**src/rtl/float_argmin_stream.sv**
```systemverilog
// Streaming float argmin over tlast-delimited frames of {value, index} beats.
// One beat per cycle; one registered result per frame with a saturating beat count.
module float_argmin_stream #(
    parameter int EXP_W = 8,
    parameter int MAN_W = 23,
    parameter int IDX_W = 4,
    parameter int CNT_W = 16
) (
    input  logic                           aclk,
    input  logic                           aresetn,
    input  logic [1+EXP_W+MAN_W+IDX_W-1:0] s_axis_tdata,
    input  logic                           s_axis_tvalid,
    output logic                           s_axis_tready,
    input  logic                           s_axis_tlast,
    output logic [1+EXP_W+MAN_W+IDX_W-1:0] m_axis_result_tdata,
    output logic [CNT_W-1:0]               m_axis_result_tuser,
    output logic                           m_axis_result_tvalid,
    input  logic                           m_axis_result_tready
);

    localparam int FW = 1 + EXP_W + MAN_W;
    localparam int DW = FW + IDX_W;

    // Total order: NaN above everything, +0 == -0, sign-magnitude otherwise.
    function automatic logic f_less(input logic [FW-1:0] a, input logic [FW-1:0] b);
        logic          a_nan;
        logic          b_nan;
        logic [FW-2:0] a_mag;
        logic [FW-2:0] b_mag;
        a_mag = a[FW-2:0];
        b_mag = b[FW-2:0];
        a_nan = (&a[FW-2:MAN_W]) && (|a[MAN_W-1:0]);
        b_nan = (&b[FW-2:MAN_W]) && (|b[MAN_W-1:0]);
        if (a_nan)
            f_less = 1'b0;
        else if (b_nan)
            f_less = 1'b1;
        else if (a_mag == '0 && b_mag == '0)
            f_less = 1'b0;
        else if (a[FW-1] != b[FW-1])
            f_less = a[FW-1];
        else if (a[FW-1])
            f_less = a_mag > b_mag;
        else
            f_less = a_mag < b_mag;
        return f_less;
    endfunction

    logic [FW-1:0]    r_best_val;
    logic [IDX_W-1:0] r_best_idx;
    logic [CNT_W-1:0] r_count;
    logic             r_have;
    logic [DW-1:0]    r_out_data;
    logic [CNT_W-1:0] r_out_cnt;
    logic             r_out_valid;

    logic             w_accept;
    logic             w_take;
    logic [FW-1:0]    w_beat_val;
    logic [IDX_W-1:0] w_beat_idx;
    logic [FW-1:0]    w_next_val;
    logic [IDX_W-1:0] w_next_idx;
    logic [CNT_W-1:0] w_next_cnt;

    assign s_axis_tready = !r_out_valid || m_axis_result_tready;
    assign w_accept      = s_axis_tvalid && s_axis_tready;

    assign w_beat_val = s_axis_tdata[DW-1:IDX_W];
    assign w_beat_idx = s_axis_tdata[IDX_W-1:0];
    assign w_take     = !r_have || f_less(w_beat_val, r_best_val);
    assign w_next_val = w_take ? w_beat_val : r_best_val;
    assign w_next_idx = w_take ? w_beat_idx : r_best_idx;
    assign w_next_cnt = (&r_count) ? r_count : r_count + CNT_W'(1);

    always_ff @(posedge aclk or negedge aresetn) begin
        if (!aresetn) begin
            r_best_val  <= '0;
            r_best_idx  <= '0;
            r_count     <= '0;
            r_have      <= 1'b0;
            r_out_data  <= '0;
            r_out_cnt   <= '0;
            r_out_valid <= 1'b0;
        end else begin
            if (w_accept && s_axis_tlast) begin
                r_out_data  <= {w_next_val, w_next_idx};
                r_out_cnt   <= w_next_cnt;
                r_out_valid <= 1'b1;
                r_have      <= 1'b0;
                r_count     <= '0;
            end else begin
                if (m_axis_result_tready)
                    r_out_valid <= 1'b0;
                if (w_accept) begin
                    r_best_val <= w_next_val;
                    r_best_idx <= w_next_idx;
                    r_count    <= w_next_cnt;
                    r_have     <= 1'b1;
                end
            end
        end
    end

    assign m_axis_result_tdata  = r_out_data;
    assign m_axis_result_tuser  = r_out_cnt;
    assign m_axis_result_tvalid = r_out_valid;

endmodule

```
**config.mk**
```make
export PLATFORM = sky130hd
export DESIGN_NAME = float_argmin_stream
export DESIGN_NICKNAME = d
export VERILOG_FILES = /design/src/rtl/float_argmin_stream.sv
export SDC_FILE = /design/constraint.sdc
export NUM_CORES = 1
export LEC_CHECK = 0
export ABC_AREA = 1
export BUFFER_PORTS_ARGS = -buffer_cell sky130_fd_sc_hd__buf_2
export CAP_MARGIN = 25
export CORE_UTILIZATION = 58
export CTS_CLUSTER_SIZE = 30
export DETAILED_ROUTE_END_ITERATION = 6
export PLACE_DENSITY = 0.89
export SYNTH_ARGS = -nofsm -noshare
export SYNTH_HDL_FRONTEND = slang
export SYNTH_SLANG_ARGS = --single-unit
```
**constraint.sdc**
```tcl
create_clock -name aclk -period 2.8 [get_ports aclk]
set_input_delay 0.56 -clock aclk [delete_from_list [all_inputs] [get_ports aclk]]
set_output_delay 0.56 -clock aclk [all_outputs]
set_load 0.005 [all_outputs]
```
==> flow_summary.json <==
{
  "clk_pin_slew_ns": 0.11,
  "drc": 0,
  "dp_cells": 1020,
  "slew_headroom": 0.579,
  "period_share": 0.936,
  "die_x_um": 106,
  "critPathKind": "flip-flop to flip-flop",
  "ant_nets": 0,
  "rows": 37,
  "post_cts.repair.setup_buffers": 0,
  "ys_warn_count": 0,
  "core-area_um2": 10500,
  "syn_area_um2": 6310,
  "cts.sinks": 106,
  "worst_hold_slack_ns": 0.0687,
  "grt_usage": 0.282,
  "io_pins": 95,
  "dr.first_iter.drc_count": 406,
  "cts_made_buffers": 9,
  "synth_cell_types": 35,
  "start_util": 0.604,
  "yosysSeqAreaShare": 0.420,
  "hold_viol_final": 0,
  "vias": 5583,
  "endpoint_kind": "flip-flop",
  "finClkSkew_ns": 0.0163,
  "r2r_start": "r_best_val[16]",
  "rsz0062_at_grt": "no",
  "grt_overflow": 0,
  "p_per_area_nw_per_um2": 615,
  "avgSynthCellArea_um2": 7.83,
  "fmaxAchievable_mhz": 382,
  "min_path_type": "primary input to asynchronous set/reset pin",
  "vias_per_cell": 5.39,
  "r2r_cells": 19,
  "finalPower_mw": 4.40,
  "tightest_slew_ns": 0.632,
  "clk_latency_ns": 0.38,
  "startpoint_type": "flip-flop",
  "p_leak_nw": 3.94,
  "numPortBuffers": 94,
  "detailed_place_hpwl_um": 10800,
  "routabilityCongestion": 0.878,
  "status": "finished clean",
  "wl_per_cell_um": 14.5,
  "required_ns": 3.07,
  "area_delta_synth_final_pct": 13.3,
  "synthesis.nets": 879,
  "first_global_vias": 5535,
  "maxSlewViolCount": 0,
  "synth_seq_cells": 106,
  "synth_ff_type": "dfrtp_1",
  "worstReg2RegEnd": "r_best_val[18]",
  "synth_cells": 806,
  "post_cts_resize_count": 0,
  "n_antenna_cell": 0,
  "antenna_found_initial": 0,
  "maxCapViolCount": 0,
  "synth-async-reset-ratio": 1.00,
  "h-tree-depth": 3,
  "grt_max_degree": 55,
  "finalSetupTns_ns": 0,
  "nFillCells": 872,
  "cts_tree": "yes",
  "ir_drop_mv": 0.316,
  "routed_wl_um": 15100,
  "clockRootBuffer": "clkbuf_8",
  "ctsHoldBuffers": 0,
  "crit_fanout": 19,
  "first_pass_iters": 5,
  "cts_buffer_depth": 2,
  "fin_crit_ns": 2.62,
  "grt_pass1_wl_um": 25300,
  "cp.arrival_ns": 2.89,
  "synth-edff-count": 0,
  "die_area_um2": 11300,
  "die_h_um": 106,
  "nNetsFinal": 968,
  "setup_violations": 0,
  "r2r_slack_ns": 0.18,
  "drive_gt1_frac": 0.211,
  "fin_cells": 1036
}
metal layers:
metal | share of wire | GRT usage
met1 | 0.45 | 0.374
met2 | 0.47 | 0.458
met3 | 0.045 | 0.0313
met4 | 0.031 | 0.139
met5 | 0 | 0
cell type report:
cell class	count	area, um^2	share of cell area
clock inverters	7	81.3	0.0114
well taps	136	170	0.0238
repair buffers	109	636	0.0888
flip-flops and latches	106	2650	0.371
inverters	111	417	0.0582
multi-input cells	558	3080	0.430
clock buffers	9	124	0.0173
report_power, final:
part	leakage [nW]	switching, mW	internal, mW	total [mW]
Sequential	1.35	0.187	1.80	1.98
Combinational	2.48	0.897	0.549	1.45
Clock	0.104	0.610	0.359	0.969
critical path, cell delays in order (launching register included):
cell and delay, ns:
dfrtp_1 0.41, inv_1 0.09, ha_1 0.31, nand2_1 0.10, nand2_1 0.05, nand2_1 0.05
nand2_1 0.04, nand2_1 0.05, nand2_1 0.05, a21oi_1 0.21, nand2_1 0.12, a21oi_1 0.14
nand2_1 0.08, nand2_2 0.08, nand2_4 0.13, nand2_8 0.10, buf_12 0.25, nand2_4 0.07
nand3_1 0.09, nand2_1 0.07
logic make-up (layout without fill, tap and decap cells):
kind of cell               Yosys count  count (layout)  share of synthesized area
and+or+nand+nor                    465             465                      0.364
adders and majority gates           32              32                     0.0634
xor gates and xnor gates             7               7                    0.00971
AOI/OAI and AO/OA                   54              54                     0.0493
DFF                                106             106                      0.420
buffers and inverters              142             236                     0.0937
cells in the mapped netlist, drive strengths merged (10+ instances only):
cell type,count,area (um^2)
a21oi,14,70.1
buf,10,96.3
clkbuf,21,78.8
dfrtp,106,2650
ha,32,400
inv,110,413
nand2,281,1310
nand3,119,596
nor2,34,159
nor3,15,100
o21ai,26,138
o22ai,11,81.3
layout by cell type (no fill, tap or decap), types with 2 or more instances in the layout:
master	synthesis	layout
o21ai_0	23	23
nand3_1	119	119
buf_4	1	12
inv_1	100	99
clkinv_8	0	2
xor2_1	7	7
inv_6	0	2
nand4_1	8	8
nand2_4	31	31
nor4_1	4	4
nand2_1	248	248
inv_2	10	11
a21oi_1	14	14
ha_1	32	32
inv_8	0	2
o22ai_2	2	2
o21ai_2	2	2
buf_12	3	4
o22ai_1	9	9
clkbuf_8	0	9
nor2_2	6	8
dfrtp_1	106	106
a21o_1	2	2
nor3_1	10	10
buf_2	5	93
nor2_1	27	25
nor3_2	5	5
through the flow:
stage	instance area (um^2)	util	setup WS [ns]
3_3_place_gp	6950	0.664	0.142
5_1_grt	7160	0.684	0.0272
6_report	7160	0.684	0.180
3_5_place_dp	6950	0.664	0.0697
4_1_cts	7160	0.684	0.224
2_1_floorplan	6310	-	0.584
worst max path at each step:
stage                startpoint                       to  slack [ns]  cells after the start
2_1_floorplan  s_axis_tdata[26]            r_best_val[2]        0.58                     15
3_3_place_gp   s_axis_tdata[34]   m_axis_result_tdata[3]        0.14                     16
3_5_place_dp   s_axis_tdata[26]           r_best_val[18]        0.07                     16
4_1_cts          r_best_val[28]           r_best_val[18]        0.22                     17
5_1_grt          r_best_val[24]  m_axis_result_tdata[21]        0.03                     19
6_report         r_best_val[16]           r_best_val[18]        0.18                     19
registers in the layout, summed over array words and instances, names as in the netlist:
name	count
m_axis_result_tdata	36
r_best_val	32
r_best_idx	4
r_have	1
r_count	16
m_axis_result_tvalid	1
m_axis_result_tuser	16
Power figures use the tool's default switching activity.
